===== config.mk =====
export PLATFORM = sky130hd
export DESIGN_NAME = muldiv_unit
export DESIGN_NICKNAME = d
export VERILOG_FILES = /design/src/rtl/muldiv_pkg.sv /design/src/rtl/muldiv_sign_fix.sv /design/src/rtl/muldiv_unit.sv
export SDC_FILE = /design/constraint.sdc
export NUM_CORES = 2
export LEC_CHECK = 0
export BUFFER_PORTS_ARGS = -buffer_cell sky130_fd_sc_hd__buf_2
export CORE_AREA = 2 2 232 234
export CTS_BUF_LIST = sky130_fd_sc_hd__clkbuf_8
export DETAILED_ROUTE_END_ITERATION = 12
export DIE_AREA = 0 0 234 236
export GPL_TIMING_DRIVEN = 0
export HOLD_SLACK_MARGIN = 0.05
export PLACE_DENSITY = 0.76
export SYNTH_ARGS = -nofsm -noshare
export SYNTH_HDL_FRONTEND = slang
export SYNTH_SLANG_ARGS = --single-unit

===== constraint.sdc =====
create_clock -name clk -period 9.75 [get_ports clk]
set_input_delay 1.95 -clock clk [delete_from_list [all_inputs] [get_ports clk]]
set_output_delay 1.95 -clock clk [all_outputs]
set_load 0.005 [all_outputs]

===== src/rtl/muldiv_pkg.sv =====
// Shared definitions for the iterative RV64M multiply/divide unit.
package muldiv_pkg;

  // RV M-extension funct3 encodings
  localparam logic [2:0] MD_MUL    = 3'b000;
  localparam logic [2:0] MD_MULH   = 3'b001;
  localparam logic [2:0] MD_MULHSU = 3'b010;
  localparam logic [2:0] MD_MULHU  = 3'b011;
  localparam logic [2:0] MD_DIV    = 3'b100;
  localparam logic [2:0] MD_DIVU   = 3'b101;
  localparam logic [2:0] MD_REM    = 3'b110;
  localparam logic [2:0] MD_REMU   = 3'b111;

  typedef enum logic [2:0] {
    IDLE,
    CALC,
    FIX,
    SPECIAL,
    DONE
  } state_t;

  // Result comes from the upper lane: high product half (MULH*) or remainder (REM*)
  function automatic logic f3_upper_lane(input logic [2:0] f3);
    return f3[2] ? f3[1] : (f3[1:0] != 2'b00);
  endfunction

endpackage


===== src/rtl/muldiv_sign_fix.sv =====
// Two-lane conditional two's-complement negation. With chain=1 the lanes
// form one 2W-bit value {y1,y0}; with chain=0 they are negated independently.
module muldiv_sign_fix #(
  parameter int W = 64
) (
  input  logic [W-1:0] x0,
  input  logic [W-1:0] x1,
  input  logic         neg0,
  input  logic         neg1,
  input  logic         chain,
  output logic [W-1:0] y0,
  output logic [W-1:0] y1
);

  logic carry0;
  logic inc1;

  // Negate each lane; the upper lane's +1 is the lower lane's carry when chained
  always_comb begin
    // NOTE: every always_comb output gets a value on every path, so no latch is inferred.
    carry0 = neg0 & (x0 == '0);
    inc1   = chain ? carry0 : 1'b1;
    y0     = neg0 ? (~x0 + {{(W-1){1'b0}}, 1'b1}) : x0;
    y1     = neg1 ? (~x1 + {{(W-1){1'b0}}, inc1}) : x1;
  end

endmodule


===== src/rtl/muldiv_unit.sv =====
// Iterative radix-2 multiply/divide unit for the EXE stage.
module muldiv_unit
  import muldiv_pkg::*;
#(
  parameter int DATA_W = 64,
  parameter int CNT_W  = $clog2(DATA_W) + 1
) (
  input  logic              clk,
  input  logic              arst,
  input  logic              enable,
  input  logic              start,
  input  logic              kill,
  input  logic [2:0]        funct3,
  input  logic [DATA_W-1:0] op_a,
  input  logic [DATA_W-1:0] op_b,
  output logic              busy,
  output logic              done,
  output logic [DATA_W-1:0] result
);

  state_t              state_q, state_d;
  logic [CNT_W-1:0]    cnt_q;
  logic [2:0]          f3_q;
  logic [2*DATA_W-1:0] acc_q;     // product, or {remainder, quotient}
  logic [DATA_W-1:0]   opnd_q;    // multiplicand or divisor magnitude
  logic                neg_q_q;   // sign of product / quotient
  logic                neg_r_q;   // sign of remainder
  logic                div0_q;

  logic                a_signed, b_signed, a_neg, b_neg;
  logic [DATA_W-1:0]   a_mag, b_mag;
  logic                b_zero, ovf, special_in, accept;
  logic [DATA_W:0]     mul_sum, div_shift, div_diff;
  logic [2*DATA_W-1:0] div_next;
  logic [DATA_W-1:0]   fix_lo, fix_hi, fix_val, spec_val;

  // Operand signedness, magnitude and special-case detection at issue
  always_comb begin
    a_signed   = (funct3 == MD_MULH) || (funct3 == MD_MULHSU) ||
                 (funct3 == MD_DIV)  || (funct3 == MD_REM);
    b_signed   = (funct3 == MD_MULH) || (funct3 == MD_DIV) || (funct3 == MD_REM);
    a_neg      = a_signed & op_a[DATA_W-1];
    b_neg      = b_signed & op_b[DATA_W-1];
    b_zero     = (op_b == '0);
    ovf        = ((funct3 == MD_DIV) || (funct3 == MD_REM)) &&
                 (op_a == {1'b1, {(DATA_W-1){1'b0}}}) && (op_b == '1);
    special_in = funct3[2] && (b_zero || ovf);
    accept     = (state_q == IDLE) && start && !kill;
  end

  muldiv_sign_fix #(.W(DATA_W)) u_in_fix (
    .x0    (op_a),
    .x1    (op_b),
    .neg0  (a_neg),
    .neg1  (b_neg),
    .chain (1'b0),
    .y0    (a_mag),
    .y1    (b_mag)
  );

  // One shift-add or restoring shift-subtract step
  always_comb begin
    mul_sum   = {1'b0, acc_q[2*DATA_W-1:DATA_W]} + (acc_q[0] ? {1'b0, opnd_q} : '0);
    div_shift = acc_q[2*DATA_W-1:DATA_W-1];
    div_diff  = div_shift - {1'b0, opnd_q};
    div_next  = div_diff[DATA_W] ? {div_shift[DATA_W-1:0], acc_q[DATA_W-2:0], 1'b0}
                                 : {div_diff[DATA_W-1:0],  acc_q[DATA_W-2:0], 1'b1};
  end

  muldiv_sign_fix #(.W(DATA_W)) u_out_fix (
    .x0    (acc_q[DATA_W-1:0]),
    .x1    (acc_q[2*DATA_W-1:DATA_W]),
    .neg0  (neg_q_q),
    .neg1  (f3_q[2] ? neg_r_q : neg_q_q),
    .chain (~f3_q[2]),
    .y0    (fix_lo),
    .y1    (fix_hi)
  );

  // Final result selection for normal and special paths
  always_comb begin
    fix_val  = f3_upper_lane(f3_q) ? fix_hi : fix_lo;
    if (f3_q[1]) spec_val = div0_q ? acc_q[DATA_W-1:0] : '0;
    else         spec_val = div0_q ? '1 : acc_q[DATA_W-1:0];
  end

  // Next-state logic; kill returns any active state to IDLE
  always_comb begin
    state_d = state_q;
    if (kill && state_q != IDLE) begin
      state_d = IDLE;
    end else begin
      unique case (state_q)
        IDLE:    if (accept) state_d = special_in ? SPECIAL : CALC;
        CALC:    if (cnt_q == CNT_W'(1)) state_d = FIX;
        FIX:     state_d = DONE;
        SPECIAL: state_d = DONE;
        DONE:    state_d = IDLE;
        default: state_d = IDLE;
      endcase
    end
  end

  // State register, frozen while enable is low
  always_ff @(posedge clk or posedge arst) begin
    // NOTE: clocked state uses non-blocking assignments so every flop samples pre-edge values.
    if (arst)        state_q <= IDLE;
    else if (enable) state_q <= state_d;
  end

  // Datapath: operand capture, iteration, result write-back
  always_ff @(posedge clk or posedge arst) begin
    // NOTE: datapath registers are plain flops here (no memory array), so all are cleared on reset.
    if (arst) begin
      cnt_q   <= '0;
      f3_q    <= '0;
      acc_q   <= '0;
      opnd_q  <= '0;
      neg_q_q <= 1'b0;
      neg_r_q <= 1'b0;
      div0_q  <= 1'b0;
      result  <= '0;
    end else if (enable) begin
      unique case (state_q)
        IDLE: if (accept) begin
          f3_q    <= funct3;
          cnt_q   <= CNT_W'(DATA_W);
          neg_q_q <= a_neg ^ b_neg;
          neg_r_q <= a_neg;
          div0_q  <= b_zero;
          if (special_in) begin
            acc_q <= {{DATA_W{1'b0}}, op_a};
          end else if (funct3[2]) begin
            acc_q  <= {{DATA_W{1'b0}}, a_mag};
            opnd_q <= b_mag;
          end else begin
            acc_q  <= {{DATA_W{1'b0}}, b_mag};
            opnd_q <= a_mag;
          end
        end
        CALC: begin
          cnt_q <= cnt_q - CNT_W'(1);
          acc_q <= f3_q[2] ? div_next : {mul_sum, acc_q[DATA_W-1:1]};
        end
        FIX:     if (!kill) result <= fix_val;
        SPECIAL: if (!kill) result <= spec_val;
        default: ;
      endcase
    end
  end

  assign busy = (state_q == CALC) || (state_q == FIX) || (state_q == SPECIAL);
  assign done = (state_q == DONE);

endmodule


==> flow_results.xml <==
<?xml version="1.0" encoding="UTF-8"?>
<metrics>
  <group name="detailed_routing">
    <metric name="detailroute.via_count" unit="">31800</metric>
    <metric name="route.detailed.vias_per_inst" unit="">6.54</metric>
    <metric name="drt_wl_total" unit="um">124000</metric>
    <metric name="drt-pass1-iter-count" unit="">8</metric>
    <metric name="post-route-drc-count" unit="">0</metric>
    <metric name="wl_per_cell" unit="um">25.5</metric>
    <metric name="drt_iter0_markers" unit="">4101</metric>
    <metric name="detail-route-antenna-nets" unit="">0</metric>
  </group>
  <group name="worst_setup_path">
    <metric name="cp_data_arrival_time" unit="ns">8.02</metric>
    <metric name="cp_max_fo" unit="">10</metric>
    <metric name="cp_cell_sequence" unit="">clkbuf_1 &gt; inv_2 &gt; clkbuf_1 &gt; ha_1 &gt; nor3b_1 &gt; nand4_1 &gt; nor3_1 &gt; nand2b_1 &gt; clkbuf_1 &gt; nand4b_1 &gt; nand2_1 &gt; ha_1 &gt; nor3b_1 &gt; nand2b_1 &gt; or4_1 &gt; clkbuf_1 &gt; nor3_2 &gt; nand3_1 &gt; o31ai_1 &gt; xor2_1 &gt; o21ai_0 &gt; o32a_1</metric>
    <metric name="worst_r2r_startpoint" unit="">acc_q[0]$_DFFE_PP0P_</metric>
    <metric name="cp_common_cell" unit="">sky130_fd_sc_hd__clkbuf_1</metric>
    <metric name="delay_of_the_slowest_cell_on_the_worst_path" unit="ns">0.68</metric>
    <metric name="critical_path.startpoint_type" unit="">flip-flop</metric>
    <metric name="worst_setup_path_end_kind" unit="">flip-flop</metric>
    <metric name="timing.critical_path.slowest_stage_cell" unit="">sky130_fd_sc_hd__clkbuf_1</metric>
    <metric name="required" unit="ns">10.25</metric>
    <metric name="crit_buf_inv" unit="">5</metric>
    <metric name="critical_path_class" unit="">flip-flop to flip-flop</metric>
    <metric name="cp-startpoint" unit="">acc_q[0]$_DFFE_PP0P_</metric>
    <metric name="cpLargestDelayFamily" unit="">simple AND/OR/NAND/NOR gates</metric>
  </group>
  <group name="timing">
    <metric name="grt_setup_unrepaired" unit="">no</metric>
    <metric name="timing_hold_violations_final" unit="">0</metric>
    <metric name="number_of_pins_with_negative_max_slew_slack_in_the_final_report" unit="">0</metric>
    <metric name="timing.final.ws_setup" unit="ns">2.23</metric>
    <metric name="final-setup-viol-count" unit="">0</metric>
    <metric name="max_slew.worst_pin.slew" unit="ns">1.30</metric>
    <metric name="timing.slew.headroom" unit="%">13.4</metric>
    <metric name="totalNegativeSetupSlack" unit="ns">0</metric>
    <metric name="timing.final.crit_share" unit="%">77.1</metric>
    <metric name="final_period_minus_worst_setup_slack" unit="ns">7.52</metric>
    <metric name="fin_skew" unit="ns">0.0526</metric>
    <metric name="max_freq" unit="MHz">133</metric>
  </group>
  <group name="logic_synthesis">
    <metric name="synth.largest_area_cell" unit="">sky130_fd_sc_hd__dfrtp_1</metric>
    <metric name="yosysSeqAreaShare" unit="%">23.8</metric>
    <metric name="synth_top_flop_cell" unit="">sky130_fd_sc_hd__dfrtp_1</metric>
    <metric name="postSynthAreaPerCell" unit="um^2">7.37</metric>
    <metric name="netlist_instances" unit="">3885</metric>
    <metric name="synth_top_cells_by_count" unit="">sky130_fd_sc_hd__o21ai_0 (444), sky130_fd_sc_hd__nand2_1 (423), sky130_fd_sc_hd__nor2_1 (374)</metric>
    <metric name="largest_family_of_logic_cells_by_synthesized_area" unit="">compound AO/OA/AOI/OAI gates</metric>
    <metric name="synth_edf_count" unit="">0</metric>
    <metric name="share_of_the_synthesized_area_in_compound_gates_ao_oa_aoi_oai" unit="%">27.7</metric>
    <metric name="async_flop_share" unit="%">100</metric>
    <metric name="share_of_synthesized_area_spent_on_multiplexers" unit="%">4.62</metric>
    <metric name="synth.lib_cells_used.distinct" unit="">77</metric>
    <metric name="synth_seq_cells" unit="">272</metric>
    <metric name="synth.yosys.warnings" unit="">0</metric>
    <metric name="synth.top_cells.by_area" unit="">sky130_fd_sc_hd__dfrtp_1 (24%), sky130_fd_sc_hd__o21ai_0 (7.8%), sky130_fd_sc_hd__xnor2_1 (6.8%)</metric>
    <metric name="synth_top_area_share" unit="%">23.8</metric>
    <metric name="synth_simple_gate_area_share" unit="%">19.8</metric>
    <metric name="syn-cell-area" unit="um^2">28600</metric>
    <metric name="adder_and_majority_gate_portion_of_the_synthesized_area" unit="%">6.08</metric>
    <metric name="synth.net_count" unit="">4159</metric>
    <metric name="synthMostInstantiatedCell" unit="">sky130_fd_sc_hd__o21ai_0</metric>
    <metric name="synth_xor_xnor_area_share" unit="%">12.8</metric>
  </group>
  <group name="cts">
    <metric name="ctsLongestPathBuffers" unit="">3</metric>
    <metric name="htree_num_levels" unit="">2</metric>
    <metric name="clockRootBuffer" unit="">sky130_fd_sc_hd__clkbuf_8</metric>
    <metric name="cts_made_buffers" unit="">46</metric>
    <metric name="buffers_inserted_by_post_cts_timing_repair" unit="">0</metric>
    <metric name="clkSinkCount" unit="">272</metric>
    <metric name="clock_insertion_delay_worst_skew" unit="ns">0.65</metric>
    <metric name="resized_after_cts" unit="">0</metric>
    <metric name="worst_setup_hold_path_clk_slew" unit="ns">0.06</metric>
    <metric name="tritoncts" unit="">built</metric>
    <metric name="cts.hold.buffers_added" unit="">0</metric>
  </group>
  <group name="grt">
    <metric name="first_global_vias" unit="">29800</metric>
    <metric name="antenna_violations_before_repair" unit="">2</metric>
    <metric name="track_usage" unit="%">44.1</metric>
    <metric name="grt-ovfl-total" unit="">0</metric>
    <metric name="grt_pass1_wl" unit="um">183000</metric>
    <metric name="grt_max_degree" unit="">116</metric>
  </group>
  <group name="die">
    <metric name="core_area" unit="um^2">53100</metric>
    <metric name="initial_utilization" unit="%">53.9</metric>
    <metric name="dieArea" unit="um^2">55200</metric>
    <metric name="horizontal_die_dimension" unit="um">234</metric>
    <metric name="cell_rows" unit="">85</metric>
    <metric name="floorplan.die.height" unit="um">236</metric>
    <metric name="num_io_pins" unit="">202</metric>
  </group>
  <group name="layout">
    <metric name="finish.cell_count_without_fillers" unit="">4865</metric>
    <metric name="area_delta_synth_final" unit="%">10.0</metric>
    <metric name="finish.net_count" unit="">4408</metric>
    <metric name="multi_input_area" unit="um^2">20300</metric>
    <metric name="layout.filler_cells" unit="">5122</metric>
    <metric name="final_layout_size_suffix_gt1_share" unit="%">7.83</metric>
    <metric name="area_of_all_sequential_standard_cells" unit="um^2">6810</metric>
  </group>
  <group name="power_and_ir_drop">
    <metric name="cellPowerDensity" unit="nW/um^2">354</metric>
    <metric name="total_power" unit="uW">11200</metric>
    <metric name="ir_worst_vdd" unit="mV">0.154</metric>
    <metric name="p_leak" unit="uW">0.0132</metric>
  </group>
  <group name="place">
    <metric name="pre_cts_slack" unit="ns">2.68</metric>
    <metric name="numPortBuffers" unit="">199</metric>
    <metric name="final_replace_weighted_congestion" unit="">1.04</metric>
    <metric name="hpwl_after_detailed_placement" unit="um">99800</metric>
    <metric name="placed_cells_incl_taps" unit="">4782</metric>
  </group>
  <group name="status">
    <metric name="status" unit="">completed</metric>
  </group>
  <group name="flow_run">
    <metric name="cap_violations" unit="">0</metric>
  </group>
  <group name="worst_hold_path">
    <metric name="worstHoldStart" unit="">opnd_q[48]$_DFFE_PP0P_</metric>
    <metric name="holdCritPathClass" unit="">flip-flop to flip-flop</metric>
  </group>
</metrics>
-- logic make-up (layout without fill, tap and decap cells) --
kind of cell / Yosys count / count (layout)
buf+inv: 398 / 679
fa+ha+maj: 138 / 138
compound gates: 1303 / 1303
flops: 272 / 272
mux: 131 / 131
other cells: 0 / 3
xor+xnor: 416 / 416
simple gates: 1227 / 1227
-- sequential cells by signal, indices dropped and copies added, names as in the netlist --
name and flops:
acc_q 128, f3_q 3, result 64, div0_q 1, neg_q_q 1, neg_r_q 1
cnt_q 7, state_q 3, opnd_q 64
-- final timing paths --
path	end	slack, ns	depth (start not counted)
hold / removal	opnd_q[48]$_DFFE_PP0P_	0.48	2
hold reg to reg	opnd_q[48]$_DFFE_PP0P_	0.48	2
setup reg to reg	result[60]$_DFFE_PP0P_	2.23	22
max in group asynchronous	opnd_q[60]$_DFFE_PP0P_	7.37	3
min in group asynchronous	acc_q[77]$_DFFE_PP0P_	1.33	2
setup / recovery	result[60]$_DFFE_PP0P_	2.23	22
-- placed cells by master (no fill, tap or decap), drive strengths merged, types with 21 or more instances in the layout --
master and instances:
o41ai 32, nand4 51, buf 230, nor2 374
or3 48, and3 24, o21bai 24, xnor2 223
a21o 72, nand2b 28, nor3 81, o221ai 26
a21oi 339, a31oi 76, xor2 193, a211oi 24
nand3 51, inv 143, o211ai 53, a22oi 34
or4 33, nor4 36, o31ai 66, mux2i 121
nand2 423, dfrtp 272, or2 21, clkbuf 299
ha 136, o21ai 447
-- metrics by stage --
stage / utilization, % / instance area, um^2 / hold WS, ns
finish: 59.4 / 31500 / 0.483
global route: 59.3 / 31500 / 0.501
CTS: 59.3 / 31500 / 0.483
detailed placement: 57.6 / 30600 / 0.468
global placement: 57.5 / 30500 / 0.461
floorplan: - / 28600 / 0.450
-- worst min-delay path, stage by stage (launching register included) --
cell	delay (ns)
sky130_fd_sc_hd__dfrtp_1	0.34
sky130_fd_sc_hd__nand2_1	0.05
sky130_fd_sc_hd__o21ai_0	0.06
-- where the power goes --
| group | internal, uW | switching [uW] |
|---|---|---|
| Clock | 568 | 529 |
| Combinational | 2700 | 4980 |
| Sequential | 1640 | 733 |
-- layout make-up --
| cell class | instances | area share (%) |
|---|---|---|
| plain buffers | 269 | 3.23 |
| multi-input cells | 3215 | 64.5 |
| repair buffers | 201 | 3.34 |
| diodes | 3 | 0.0238 |
| inverters | 129 | 1.56 |
| well taps | 696 | 2.76 |
| clock inverters | 21 | 0.389 |
| clock buffers | 59 | 2.58 |
| flip-flops and latches | 272 | 21.6 |
-- metal layers --
metal	part of all wire, %	GRT usage, %	wire length, um	vias up
met5	0	0	0	-
met4	7.0	27.1	8680	0
met3	11	9.16	13100	413
met2	43	66.9	53800	1920
met1	39	57.1	48600	15000
li1	-	-	-	14500
(Power assumes the default switching activity.)
